===== src/rtl/csa_pkg.sv =====
// Shared elaboration-time helpers for the pipelined carry-save multi-operand adder.
//   csa_levels(m)     : number of 3:2 reduction levels needed to bring m rows down to 2
//   rows_at(m, level) : number of rows present at the input of the given level
//   out_width(n, m)   : result width n + clog2(m), wide enough for the exact sum of m n-bit operands
package csa_pkg;

    // One 3:2 level: every full group of three rows becomes two, leftovers pass through.
    function automatic int reduce_rows(input int r);
        return (r / 3) * 2 + (r % 3);
    endfunction

    function automatic int rows_at(input int m, input int level);
        int r;
        r = m;
        for (int i = 0; i < level; i++) begin
            if (r > 2) r = reduce_rows(r);
        end
        return r;
    endfunction

    // Bounded loop keeps this a legal constant function; 64 levels is far beyond any real m.
    function automatic int csa_levels(input int m);
        int r;
        int l;
        r = m;
        l = 0;
        for (int i = 0; i < 64; i++) begin
            if (r > 2) begin
                r = reduce_rows(r);
                l++;
            end
        end
        return l;
    endfunction

    function automatic int out_width(input int n, input int m);
        return n + $clog2(m);
    endfunction

endpackage


===== src/rtl/carry_lookahead_adder.sv =====
// N-bit two-operand adder using a Kogge-Stone parallel-prefix carry network.
//   a, b : addends
//   sum  : (a + b) truncated to N bits; the carry out of the MSB is not needed by the user.
module carry_lookahead_adder #(
    parameter int N = 34
) (
    input  logic [N-1:0] a,
    input  logic [N-1:0] b,
    output logic [N-1:0] sum
);

    // carries[i] is the group generate of bits [i:0], i.e. the carry into bit i+1.
    logic [N-1:0] carries;

    always_comb begin
        logic [N-1:0] g_cur;
        logic [N-1:0] p_cur;
        logic [N-1:0] g_nxt;
        logic [N-1:0] p_nxt;
        g_cur = a & b;
        p_cur = a ^ b;
        for (int d = 1; d < N; d = d * 2) begin
            g_nxt = g_cur;
            p_nxt = p_cur;
            for (int i = d; i < N; i++) begin
                g_nxt[i] = g_cur[i] | (p_cur[i] & g_cur[i-d]);
                p_nxt[i] = p_cur[i] & p_cur[i-d];
            end
            g_cur = g_nxt;
            p_cur = p_nxt;
        end
        carries = g_cur;
    end

    assign sum = a ^ b ^ (carries << 1);

endmodule


===== src/rtl/carry_save_adder_stage.sv =====
// Bit-parallel 3:2 compressor over W-bit rows.
//   a, b, c : three input rows
//   sum     : bitwise a ^ b ^ c
//   carry   : majority(a, b, c) shifted left by one; the bit leaving the MSB is dropped
//             because the enclosing datapath is sized so the true sum never needs it.
module carry_save_adder_stage #(
    parameter int W = 34
) (
    input  logic [W-1:0] a,
    input  logic [W-1:0] b,
    input  logic [W-1:0] c,
    output logic [W-1:0] sum,
    output logic [W-1:0] carry
);

    logic [W-1:0] maj;

    assign sum   = a ^ b ^ c;
    assign maj   = (a & b) | (a & c) | (b & c);
    assign carry = maj << 1;

endmodule


===== src/rtl/csa_level_reg.sv =====
// One registered 3:2 reduction level of the multi-operand tree.
//   clk, rst_n, clear    : clock, async active-low reset, synchronous valid flush
//   in_valid / in_ready  : upstream handshake for the R_IN input rows
//   in_rows              : R_IN rows of W bits, row k = in_rows[k*W +: W]
//   out_valid / out_ready: downstream handshake for the reduced rows
//   out_rows             : reduced rows; 3:2 outputs first (sum, carry per group), leftovers after
module csa_level_reg
    import csa_pkg::*;
#(
    parameter int W    = 34,
    parameter int R_IN = 4
) (
    input  logic                           clk,
    input  logic                           rst_n,
    input  logic                           clear,
    input  logic                           in_valid,
    output logic                           in_ready,
    input  logic [R_IN*W-1:0]              in_rows,
    output logic                           out_valid,
    input  logic                           out_ready,
    output logic [rows_at(R_IN, 1)*W-1:0]  out_rows
);

    localparam int GROUPS = R_IN / 3;
    localparam int LEFT   = R_IN % 3;
    localparam int R_OUT  = rows_at(R_IN, 1);

    logic [R_OUT*W-1:0] next_rows;

    for (genvar g = 0; g < GROUPS; g++) begin : gen_csa
        carry_save_adder_stage #(.W(W)) u_csa (
            .a     (in_rows[(3*g)*W +: W]),
            .b     (in_rows[(3*g+1)*W +: W]),
            .c     (in_rows[(3*g+2)*W +: W]),
            .sum   (next_rows[(2*g)*W +: W]),
            .carry (next_rows[(2*g+1)*W +: W])
        );
    end

    for (genvar g = 0; g < LEFT; g++) begin : gen_pass
        assign next_rows[(2*GROUPS+g)*W +: W] = in_rows[(3*GROUPS+g)*W +: W];
    end

    // This stage can take new data when empty or when its content leaves this cycle.
    assign in_ready = !out_valid || out_ready;

    always_ff @(posedge clk or negedge rst_n) begin
        if (!rst_n) begin
            out_valid <= 1'b0;
            out_rows  <= '0;
        end else if (clear) begin
            out_valid <= 1'b0;
        end else if (in_ready) begin
            out_valid <= in_valid;
            if (in_valid) out_rows <= next_rows;
        end
    end

endmodule


===== src/rtl/pipelined_csa_multi_adder.sv =====
// Pipelined exact sum of M N-bit operands: registered carry-save reduction levels
// followed by a registered carry-lookahead final add. One sum per clock at full rate.
//   clk, rst_n           : clock, async active-low reset
//   clear                : synchronous flush of every in-flight operand/sum
//   in_valid / in_ready  : operand vector handshake, operand k = in_data[k*N +: N]
//   out_valid / out_ready: result handshake
//   out_sum              : exact sum, N + clog2(M) bits, sign- or zero-extended per SIGNED
//
// Handshake: a transfer happens on an edge where valid && ready. Each stage k has
// ready_k = !valid_k || ready_{k+1}, with the last stage looking at out_ready, so
// in_ready is a purely combinational chain back from out_ready (no skid storage).
// A stalled stage holds its data and valid; clear beats every transfer.
module pipelined_csa_multi_adder
    import csa_pkg::*;
#(
    parameter int N      = 32,
    parameter int M      = 4,
    parameter bit SIGNED = 1'b0
) (
    input  logic                         clk,
    input  logic                         rst_n,
    input  logic                         clear,
    input  logic                         in_valid,
    output logic                         in_ready,
    input  logic [M*N-1:0]               in_data,
    output logic                         out_valid,
    input  logic                         out_ready,
    output logic [out_width(N, M)-1:0]   out_sum
);

    localparam int OW  = out_width(N, M);
    localparam int L   = csa_levels(M);
    localparam int EXT = OW - N;

    // Element g carries the rows entering level g; element L feeds the final adder.
    // Rows beyond rows_at(M, g) in an element are unused.
    logic [M*OW-1:0] lvl_rows  [0:L];
    logic            lvl_valid [0:L];
    logic            lvl_ready [0:L];
    logic [OW-1:0]   cla_sum;

    for (genvar k = 0; k < M; k++) begin : gen_ext
        logic [N-1:0] op;
        assign op = in_data[k*N +: N];
        assign lvl_rows[0][k*OW +: OW] = SIGNED ? {{EXT{op[N-1]}}, op} : {{EXT{1'b0}}, op};
    end

    assign lvl_valid[0] = in_valid;
    assign in_ready     = lvl_ready[0];

    for (genvar g = 0; g < L; g++) begin : gen_lvl
        localparam int RI = rows_at(M, g);
        localparam int RO = rows_at(M, g + 1);
        csa_level_reg #(.W(OW), .R_IN(RI)) u_lvl (
            .clk       (clk),
            .rst_n     (rst_n),
            .clear     (clear),
            .in_valid  (lvl_valid[g]),
            .in_ready  (lvl_ready[g]),
            .in_rows   (lvl_rows[g][RI*OW-1:0]),
            .out_valid (lvl_valid[g+1]),
            .out_ready (lvl_ready[g+1]),
            .out_rows  (lvl_rows[g+1][RO*OW-1:0])
        );
    end

    carry_lookahead_adder #(.N(OW)) u_cla (
        .a   (lvl_rows[L][OW-1:0]),
        .b   (lvl_rows[L][2*OW-1:OW]),
        .sum (cla_sum)
    );

    assign lvl_ready[L] = !out_valid || out_ready;

    always_ff @(posedge clk or negedge rst_n) begin
        if (!rst_n) begin
            out_valid <= 1'b0;
            out_sum   <= '0;
        end else if (clear) begin
            out_valid <= 1'b0;
        end else if (lvl_ready[L]) begin
            out_valid <= lvl_valid[L];
            if (lvl_valid[L]) out_sum <= cla_sum;
        end
    end

endmodule


===== config.mk =====
export PLATFORM = sky130hd
export DESIGN_NAME = pipelined_csa_multi_adder
export DESIGN_NICKNAME = d
export VERILOG_FILES = /design/src/rtl/csa_pkg.sv /design/src/rtl/carry_lookahead_adder.sv /design/src/rtl/carry_save_adder_stage.sv /design/src/rtl/csa_level_reg.sv /design/src/rtl/pipelined_csa_multi_adder.sv
export SDC_FILE = /design/constraint.sdc
export NUM_CORES = 1
export LEC_CHECK = 0
export ABC_AREA = 1
export CAP_MARGIN = 10
export CORE_MARGIN = 8
export CORE_UTILIZATION = 45
export DETAILED_ROUTE_END_ITERATION = 8
export GPL_TIMING_DRIVEN = 0
export PLACE_DENSITY = 0.64
export SYNTH_ARGS = -nofsm -noshare
export SYNTH_HDL_FRONTEND = slang
export SYNTH_SLANG_ARGS = --single-unit

===== constraint.sdc =====
create_clock -name clk -period 2.54 [get_ports clk]
set_input_delay 0.635 -clock clk [delete_from_list [all_inputs] [get_ports clk]]
set_output_delay 0.635 -clock clk [all_outputs]
set_load 0.005 [all_outputs]

==> results of run 1 <==
[registers in the layout, summed over array words and instances, names as in the netlist]
name	cells
gen_lvl.u_lvl.out_rows	161
out_sum	34
gen_lvl.u_lvl.out_valid	2
out_valid	1
[layer usage]
layer	part of all wire, %	track usage (%)	vias up
li1	-	-	3729
met1	48	25.5	3795
met2	47	29.0	163
met3	4.0	3.29	13
met4	0.96	4.02	0
met5	0	0	-
[placed cells by master, fill, tap and decap left out, types with 2 or more instances in the layout]
master / Yosys / final
a21oi_1: 24 / 24
buf_2: 6 / 6
buf_4: 8 / 8
buf_6: 5 / 5
buf_8: 1 / 2
clkbuf_1: 5 / 6
clkbuf_16: 0 / 17
clkdlybuf4s50_1: 0 / 166
clkinv_4: 0 / 4
clkinvlp_4: 0 / 2
dfrtp_1: 198 / 198
fa_1: 64 / 64
ha_1: 33 / 33
inv_1: 116 / 116
inv_2: 3 / 3
inv_8: 0 / 4
mux2_1: 27 / 27
mux2_2: 115 / 115
mux2_4: 17 / 17
nand2_1: 275 / 275
nand3_1: 47 / 47
nand3b_1: 3 / 3
nand4_1: 3 / 3
nor2_1: 48 / 48
nor3_1: 5 / 5
o21ai_0: 18 / 18
o21ai_1: 2 / 2
o21bai_1: 3 / 3
xnor2_1: 14 / 14
[power by group through the flow]
stage,Combinational [mW],Clock (mW),Sequential (mW)
after detailed placement,7.05,0,4.91
after global placement,6.97,0,4.88
after CTS,7.10,2.76,4.86
final,7.03,2.70,4.85
after global routing,7.97,2.88,5.01
after floorplan,4.66,0,4.76
[logic make-up after synthesis]
logic type / Yosys count / synth area share, %
and+or+nand+nor: 388 / 14.3
DFF: 198 / 44.7
muxes: 159 / 16.7
buffers and inverters: 145 / 5.69
AOI/OAI and AO/OA: 48 / 2.26
xor gates and xnor gates: 14 / 1.11
adders and majority gates: 97 / 15.3
[cell type report]
class / instances / share of cell area (%)
tap: 324 / 2.94
inverter: 120 / 3.27
sequential: 198 / 35.9
clock inverter: 13 / 1.01
buffer: 25 / 1.31
timing repair buffer: 169 / 12.4
clock buffer: 19 / 3.21
multi-input combinational: 706 / 39.9
[worst max path at each step]
stage | depth (start not counted) | to | slack [ns]
3_5_place_dp | 6 | out_sum[3]$_DFFE_PN0P_ | -0.07
4_1_cts | 6 | in_ready | 0.02
5_1_grt | 11 | out_sum[29]$_DFFE_PN0P_ | 0.07
2_1_floorplan | 10 | out_sum[29]$_DFFE_PN0P_ | 0.73
3_3_place_gp | 1 | gen_lvl[0].u_lvl.out_rows[28]$_DFFE_PN0P_ | -7.64
6_report | 11 | out_sum[25]$_DFFE_PN0P_ | 0.26
[metrics by stage]
stage          std cells  TNS (ns)  total power [mW]  instance area [um2]
3_3_place_gp        1541  -1508.28              11.8                13200
4_1_cts             1574         0              14.7                13800
3_5_place_dp        1542    -0.269              12.0                13200
5_1_grt             1574         0              15.9                13800
6_report            1574         0              14.6                13800
2_1_floorplan       1049         0              9.41                11100
==> key figures, run 1 <==
Synthesis
  – Top_reg_cell synth: dfrtp_1
  – Cell area after synthesis: 11100 um2
  – Yosys top cell by area: dfrtp_1
  – Netlist cell types: 33
  – Synth Area per Inst: 10.6 um2
  – Synth Net Count: 1279
  – Number of synthesized flops with an enable pin: 0
  – Sequential fraction of the synthesis area: 44.7%
  – Seq cells post-synth: 198
  – Share of the synthesized area in the top cell type: 44.7%
  – Synth Instances: 1049
  – Post-synthesis async set-or-reset flop share: 100%
  – Top post-synthesis cells by area: dfrtp_1 45%, mux2_2 12%, fa_1 12%
  – Cell with the most instances after synthesis: nand2_1
  – Syn. warnings: 0
  – Synth cell count leaders: 275 x nand2_1, 198 x dfrtp_1, 116 x inv_1

STA
  – Clk_skew: 0.0132 ns
  – RSZ-0062 raised after global routing: false
  – Hold_ws: 0.243 ns
  – Fin. Hold Viols: 0
  – Pins over their slew limit: 0
  – Slew @ Worst Pin: 0.884 ns
  – Slew headroom: 41.1%
  – Max Clk Rate: 438 MHz
  – Finish-stage setup viols: 0
  – Tmin final: 2.28 ns
  – Final WS setup: 0.258 ns
  – Final Cycle Share: 89.9%

Layout
  – Filler cells: 2178
  – Share of layout cells above drive strength 1: 15.4%
  – Area of the multi-input gates: 5500 um2
  – Seq. cell area: 4950 um2
  – End-of-flow core utilization: 56.9%
  – Nets: 1467
  – Layout area overhead: 24.4%
  – N_diodes: 0

Clock network
  – Clk buf depth: 2
  – CTS clk-pin slew, worst paths: 0.08 ns
  – Hold_buf cts: 0
  – Post CTS Setup Buffer Count: 0
  – CTS buffer count: 17
  – Post-cts sizing count: 0
  – CTS root buf: clkbuf_16
  – Htree depth: 4
  – CTS tree: done
  – TritonCTS Sinks: 198
  – Worst-Skew Late Latency: 0.43 ns

GRT
  – GRT Overall Usage: 18.2%
  – Gr ovfl total: 0
  – Largest net degree at the start of global routing: 113
  – Vias in the first global route: 8162
  – Initial antenna violation count: 0
  – First-pass GRT wire length: 43.9 mm

Route
  – DRC: 0
  – Drt first pass iters: 5
  – Starting DRC count in detailed routing: 505
  – Vias per cell: 4.89
  – Vias: 7700
  – DR WL/cell: 16.7 um
  – Antenna viol nets, final: 0
  – Final WL: 26.2 mm

Min path
  – Hold Crit Class: primary input to async pin

Placed design
  – Routability cong.: 0.852
  – DP HPWL: 20.7 mm
  – Pre-CTS setup slack: -0.0702 ns
  – # port buffers: 168

Die
  – Core box area: 24200 um2
  – Chip Width: 173 um
  – Die Ht: 173 um
  – Initial Util: 45.7%
  – Die footprint: 29900 um2
  – I/O Pins: 169
  – Site Rows: 57

Outcome
  – Status: finished, final reports clean

Power
  – Pleak: 6.53 nW
  – Clock network fraction of design power: 18.5%
  – VDD IR max: 512 uV
  – Reg power frac: 33.3%
  – Logic gate share of total power: 48.2%
  – Pwr per Cell Area: 1060 nW/um2
  – Switching share of power: 40.4%
  – Int Pwr: 8.69 mW
  – Psw: 5.89 mW

Worst setup path
  – Cell mode on critical path: nand3_1
  – Crit Path Max Fanout: 4
  – R2R depth: 11
  – Critical Path Source Type: flip-flop
  – Setup CP Type: flip-flop to flip-flop
  – CP arrival: 2.65 ns
  – CP Capture Type: flip-flop
  – Crit path required time: 2.91 ns
  – Slowest-stage cell, CP: fa_1
  – Largest stage delay, worst path: 0.50 ns
  – Reg2Reg Launch Point: gen_lvl[1].u_lvl.out_rows[1]$_DFFE_PN0P_
  – Crit path max-delay family: simple AND/OR/NAND/NOR gates
  – Crit-path cells: ha_1 -> fa_1 -> nand3_1 -> nand3_1 -> nand2_1 -> nand2_1 -> nand3_1 -> nand3_1 -> nand2_1 -> nand3_1 -> nand2_1
  – Critical R2R Capture: out_sum[25]$_DFFE_PN0P_
  – R2r setup slk: 0.26 ns
  – Critical Path Start: gen_lvl[1].u_lvl.out_rows[1]$_DFFE_PN0P_
  – Buf+Inv Stages, Crit Path: 0

Flow run
  – Max-cap violations: 0
(Power assumes the default switching activity.)
==> run 2, diff against run 1 <==
CORE_ASPECT_RATIO = 2   (was not set)
==> key figures, run 2 (synthesis gave the netlist of run 1 again) <==
Outcome
  – Status: finished, final reports clean

Die
  – Initial Util: 45.6% (-0.14 points)
  – I/O Pins: 169 (unchanged)
  – Chip Width: 127 um (-27%)
  – Die footprint: 30200 um2 (+1.0%)
  – Core box area: 24300 um2 (+0.31%)
  – Die Ht: 238 um (+38%)
  – Site Rows: 81 (+42%)

Clock network
  – Worst-Skew Late Latency: 0.45 ns (+0.02 ns)
  – TritonCTS Sinks: 198 (unchanged)
  – Htree depth: 4 (unchanged)
  – CTS buffer count: 17 (unchanged)
  – Hold_buf cts: 0 (unchanged)
  – Clk buf depth: 2 (unchanged)
  – CTS root buf: clkbuf_16
  – CTS tree: done
  – CTS clk-pin slew, worst paths: 0.07 ns (about the same)

STA
  – Finish-stage setup viols: 0 (unchanged)
  – Tmin final: 2.30 ns (+0.0163 ns)
  – Slew @ Worst Pin: 0.707 ns (-0.177 ns)
  – Final Cycle Share: 90.5% (+0.64 points)
  – Fin. Hold Viols: 0 (unchanged)
  – Slew headroom: 52.9% (+12 points)
  – RSZ-0062 raised after global routing: false
  – Max Clk Rate: 435 MHz (-0.71%)
  – Clk_skew: 0.0107 ns (-0.00251 ns)
  – Hold_ws: 0.163 ns (-0.0798 ns)
  – Pins over their slew limit: 0 (unchanged)

Worst setup path
  – Reg2Reg Launch Point: gen_lvl[1].u_lvl.out_rows[1]$_DFFE_PN0P_
  – Critical Path Source Type: flip-flop
  – Critical Path Start: gen_lvl[1].u_lvl.out_rows[1]$_DFFE_PN0P_
  – Critical R2R Capture: out_sum[25]$_DFFE_PN0P_
  – Setup CP Type: flip-flop to flip-flop
  – Crit path required time: 2.93 ns (+0.02 ns)
  – R2R depth: 11 (unchanged)
  – CP arrival: 2.69 ns (+0.04 ns)
  – CP endpoint: out_sum[25]$_DFFE_PN0P_
  – R2r setup slk: 0.24 ns (-0.02 ns)
  – Crit Path Max Fanout: 4 (unchanged)
  – CP Capture Type: flip-flop

Layout
  – Commonest non-fill, non-tap cells in the layout: 275 x nand2_1, 198 x dfrtp_1, 166 x clkdlybuf4s50_1
  – Commonest non-fill, non-tap cell in the layout: nand2_1
  – Share of layout cells above drive strength 1: 15.3% (-0.16 points)
  – N_diodes: 0 (unchanged)
  – Fin area: 13800 um2 (-0.26%)
  – Nets: 1467 (unchanged)
  – Filler cells: 2189 (+0.51%)
  – Biggest regs: gen_lvl.u_lvl.out_rows (161), out_sum (34), gen_lvl.u_lvl.out_valid (2)
  – Layout area overhead: 24.1%
  – Most flops, register: gen_lvl.u_lvl.out_rows
  – Max reg flops: 161 (unchanged)

Power
  – Reg power frac: 33.5% (+0.2 points)
  – Logic gate share of total power: 48.1% (about the same)
  – Clock network fraction of design power: 18.4% (about the same)
  – Int Pwr: 8.79 mW (+1.1%)
  – Psw: 5.72 mW (-2.8%)
  – Switching share of power: 39.5% (-0.92 points)
  – Pleak: 6.53 nW (about the same)
  – VDD IR max: 585 uV (+14%)
  – Pwr per Cell Area: 1050 nW/um2 (-0.22%)

Route
  – Drt first pass iters: 4 (-1)
  – Starting DRC count in detailed routing: 288 (-43%)
  – Vias per cell: 4.96 (+1.5%)
  – DRC: 0 (unchanged)
  – Vias: 7643 (-0.74%)
  – Antenna viol nets, final: 0 (unchanged)
  – Final WL: 26.8 mm (+2.3%)
  – DR WL/cell: 17.4 um (+4.5%)

Flow run
  – Max-cap violations: 0 (unchanged)

Placed design
  – DP HPWL: 21.7 mm (+5.1%)
  – # port buffers: 168 (unchanged)
  – Post-Place Cell Area: 13200 um2 (-0.32%)
  – Routability cong.: 0.862 (+1.1%)

Min path
  – Hold Crit Class: primary input to async pin

GRT
  – Vias in the first global route: 8529 (+4.5%)
  – First-pass GRT wire length: 43.8 mm (-0.25%)
  – Gr ovfl total: 0 (unchanged)
  – Initial antenna violation count: 0 (unchanged)
  – Largest net degree at the start of global routing: 116 (+2.7%)
  – GRT Overall Usage: 18.9% (+0.79 points)
run 2: cell types whose count changed in the layout (fill, tap and decap cells not counted):
| cell | before | now |
|---|---|---|
| clkbuf_8 | 1 | 6 |
| inv_8 | 4 | 0 |
| clkbuf_1 | 6 | 9 |
| clkinv_4 | 4 | 2 |
| clkinv_2 | 1 | 0 |
| fa_1 | 64 | 63 |
| fa_2 | 0 | 1 |
| inv_6 | 1 | 0 |
run 2: worst min-delay path by stage:
stage	end	slack, ns	cells past startpoint
6_report	gen_lvl[0].u_lvl.out_rows[85]$_DFFE_PN0P_	0.16	1
5_1_grt	gen_lvl[0].u_lvl.out_rows[85]$_DFFE_PN0P_	0.20	1
4_1_cts	gen_lvl[0].u_lvl.out_rows[85]$_DFFE_PN0P_	0.18	1
3_5_place_dp	out_sum[32]$_DFFE_PN0P_	0.46	2
3_3_place_gp	out_sum[1]$_DFFE_PN0P_	0.46	2
2_1_floorplan	gen_lvl[0].u_lvl.out_rows[0]$_DFFE_PN0P_	0.34	0
run 2: power groups by stage:
stage / clock [mW] / sequential [mW] / combinational, mW
2_1_floorplan: 0 / 4.76 / 4.66
3_3_place_gp: 0 / 4.90 / 7.02
3_5_place_dp: 0 / 4.92 / 7.07
4_1_cts: 2.74 / 4.87 / 7.12
5_1_grt: 2.86 / 5.00 / 7.94
6_report: 2.67 / 4.86 / 6.98
run 2: cell type report:
class | count | area, um2 | area share (%)
flip-flops and latches | 198 | 4950 | 36.0
clock inverters | 5 | 62.6 | 0.455
inverters | 120 | 450 | 3.27
well taps | 290 | 363 | 2.64
multi-input cells | 706 | 5510 | 40.0
clock buffers | 27 | 523 | 3.80
repair buffers | 169 | 1720 | 12.5
plain buffers | 25 | 180 | 1.31
run 2: critical path, cell delays in order, from the launching register on:
cell and delay (ns):
dfrtp_1 0.40, ha_1 0.27, fa_2 0.43, nand3_1 0.11
nand3_1 0.17, nand2_1 0.11, nand2_1 0.15, nand3_1 0.16
nand3_1 0.14, nand2_1 0.08, nand3_1 0.11, nand2_1 0.10
run 2: metrics by stage:
step / power, mW / TNS (ns) / worst slack [ns] / util, % / cells
2_1_floorplan: 9.41 / 0 / 0.728 / - / 1049
3_3_place_gp: 11.9 / -1478.75 / -7.50 / 54.0 / 1507
3_5_place_dp: 12.0 / -1.04 / -0.133 / 54.1 / 1508
4_1_cts: 14.7 / 0 / 0.0223 / 56.5 / 1540
5_1_grt: 15.8 / 0 / 0.0802 / 56.6 / 1540
6_report: 14.5 / 0 / 0.241 / 56.6 / 1540
run 2: what timing repair did:
item                                   CTS  global route
endpoints found under the hold margin    0             0
setup endpoints to repair                0             2
buffers inserted                         0             0
resized for setup                        0             2
run 2: metal layers:
| layer | vias up | GRT usage (%) | share of wire [%] |
|---|---|---|---|
| li1 | 3722 | - | - |
| met1 | 3766 | 19.3 | 37 |
| met2 | 127 | 36.5 | 57 |
| met3 | 28 | 3.96 | 3.1 |
| met4 | 0 | 7.29 | 2.6 |
| met5 | - | 0 | 0 |
==> run 3, diff against run 2 <==
CORE_MARGIN = not set   (was 8)
DONT_BUFFER_PORTS = 1   (was not set)
PLACE_DENSITY = 0.56   (was 0.64)
==> key figures, run 3 (synthesis gave the netlist of run 1 again) <==
Route
  – DRC: 0 (unchanged)
  – Drt first pass iters: 5 (+1)
  – Starting DRC count in detailed routing: 301 (+4.5%)
  – Final WL: 24.8 mm (-7.5%)
  – Vias: 7100 (-7.1%)
  – Vias per cell: 5.19 (+4.7%)
  – Antenna viol nets, final: 0 (unchanged)
  – DR WL/cell: 18.2 um (+4.3%)

Clock network
  – CTS root buf: clkbuf_16
  – CTS tree: done
  – CTS buffer count: 17 (unchanged)
  – Htree depth: 4 (unchanged)
  – TritonCTS Sinks: 198 (unchanged)
  – Worst-Skew Late Latency: 0.46 ns (about the same)
  – CTS clk-pin slew, worst paths: 0.07 ns (about the same)
  – Clk buf depth: 2 (unchanged)
  – Post-cts sizing count: 0 (unchanged)
  – Post CTS Setup Buffer Count: 0 (unchanged)

Worst setup path
  – Crit-path cells: ha_1 -> fa_1 -> nand3_1 -> nand3_1 -> nand3_1 -> nand3_1 -> nand2_1 -> nand3_1 -> nand3_1 -> nand2_1
  – Cell mode on critical path: nand3_1
  – Slowest-stage cell, CP: fa_1
  – CP arrival: 2.71 ns (+0.02 ns)
  – Crit path max-delay family: simple AND/OR/NAND/NOR gates
  – Largest stage delay, worst path: 0.50 ns (+0.07 ns)
  – Crit Path Max Fanout: 4 (unchanged)
  – CP Capture Type: flip-flop
  – Critical Path Start: gen_lvl[1].u_lvl.out_rows[1]$_DFFE_PN0P_
  – Critical Path Source Type: flip-flop
  – Setup CP Type: flip-flop to flip-flop
  – Reg2Reg Launch Point: gen_lvl[1].u_lvl.out_rows[1]$_DFFE_PN0P_
  – Crit path required time: 2.88 ns (-0.05 ns)
  – Buf+Inv Stages, Crit Path: 0 (unchanged)

Die
  – Initial Util: 46.2% (+0.57 points)
  – Site Rows: 80 (-1.2%)
  – Die footprint: 25300 um2 (-16%)
  – I/O Pins: 169 (unchanged)
  – Chip Width: 113 um (-11%)
  – Core box area: 24000 um2 (-1.2%)
  – Die Ht: 224 um (-5.9%)

STA
  – Pins over their slew limit: 0 (unchanged)
  – Post-Route Setup TNS: 0 ns (unchanged)
  – Fin. Hold Viols: 198 (+198)
  – Final WS setup: 0.170 ns (-0.0708 ns)
  – Max Clk Rate: 422 MHz (-3.0%)
  – Hold_ws: -0.129 ns (-0.292 ns)
  – Tmin final: 2.37 ns (+0.0708 ns)
  – RSZ-0062 raised after global routing: false
  – Slew @ Worst Pin: 0.643 ns (-0.0637 ns)
  – Finish-stage setup viols: 0 (unchanged)
  – Slew headroom: 57.1% (+4.2 points)
  – Final Cycle Share: 93.3% (+2.8 points)
  – Clk_skew: 0.0104 ns (-0.000308 ns)

Layout
  – Fin area: 12100 um2 (-12%)
  – Most flops, register: gen_lvl.u_lvl.out_rows
  – N_diodes: 0 (unchanged)
  – Filler cells: 2239 (+2.3%)
  – Post-route insts no fill: 1367 (-11%)
  – Commonest non-fill, non-tap cell in the layout: nand2_1
  – End-of-flow core utilization: 50.2% (-6.3 points)
  – Layout area overhead: 8.78%
  – Nets: 1298 (-12%)
  – Biggest regs: gen_lvl.u_lvl.out_rows (161), out_sum (34), gen_lvl.u_lvl.out_valid (2)
  – Commonest non-fill, non-tap cells in the layout: 275 x nand2_1, 198 x dfrtp_1, 116 x inv_1
  – Share of layout cells above drive strength 1: 17.4% (+2.1 points)
  – Max reg flops: 161 (unchanged)

GRT
  – Vias in the first global route: 7481 (-12%)
  – Largest net degree at the start of global routing: 199 (+72%)
  – Gr ovfl total: 0 (unchanged)
  – GRT Overall Usage: 21.0% (+2.0 points)
  – Initial antenna violation count: 0 (unchanged)
  – First-pass GRT wire length: 39.3 mm (-10%)

Outcome
  – Status: finished, violations left
  – Failing checks: hold timing

Power
  – Power Total: 14.0 mW (-3.5%)
  – VDD IR max: 584 uV (about the same)
  – Pleak: 5.88 nW (-10%)
  – Pwr per Cell Area: 1160 nW/um2 (+10%)

Placed design
  – Pre-CTS setup slack: 0.140 ns (+0.273 ns)
  – DP HPWL: 19.5 mm (-10%)
  – Placed cell count: 1336 (-11%)
  – Routability cong.: 0.866 (+0.55%)
  – Post-Place Cell Area: 11400 um2 (-13%)
  – # port buffers: 0 (-100%)

Flow run
  – Max-cap violations: 0 (unchanged)

Min path
  – Hold Crit Class: primary input to async pin
run 3: changes by cell type in the layout (fill, tap and decap cells not counted), sizes merged:
cell and delta:
clkdlybuf4s50 -166, clkbuf -5, bufinv +3, buf -2, clkinv +1, dlymetal6s2s -1
run 3: per-layer routing:
| layer | vias up | global-route usage (%) | part of all wire [%] |
|---|---|---|---|
| met2 | 148 | 40.3 | 57 |
| met5 | - | 0 | 0 |
| li1 | 3394 | - | - |
| met1 | 3529 | 21.6 | 37 |
| met4 | 0 | 8.53 | 2.8 |
| met3 | 29 | 4.49 | 3.6 |
run 3: cell type report:
class,instances,area (um2),share of cell area [%]
plain buffers,25,180,1.49
clock buffers,22,464,3.85
well taps,287,359,2.98
flip-flops and latches,198,4950,41.1
clock inverters,9,150,1.24
inverters,120,450,3.73
multi-input cells,706,5500,45.6
run 3: final timing paths:
path | end | slack (ns) | depth (start not counted)
setup / recovery | out_sum[29]$_DFFE_PN0P_ | 0.17 | 10
max in group asynchronous | out_sum[3]$_DFFE_PN0P_ | 2.34 | 0
setup reg to reg | out_sum[29]$_DFFE_PN0P_ | 0.17 | 10
hold / removal | gen_lvl[0].u_lvl.out_rows[11]$_DFFE_PN0P_ | -0.13 | 0
hold reg to reg | out_sum[0]$_DFFE_PN0P_ | 0.47 | 2
min in group clk | out_valid$_DFFE_PN0P_ | 0.24 | 1
run 3: report_power, final:
group / leakage [nW] / switching [mW] / internal [mW]
clock: 0.296 / 1.18 / 1.69
combinational: 3.22 / 3.66 / 2.50
sequential: 2.36 / 0.789 / 4.18
total: 5.88 / 5.63 / 8.37
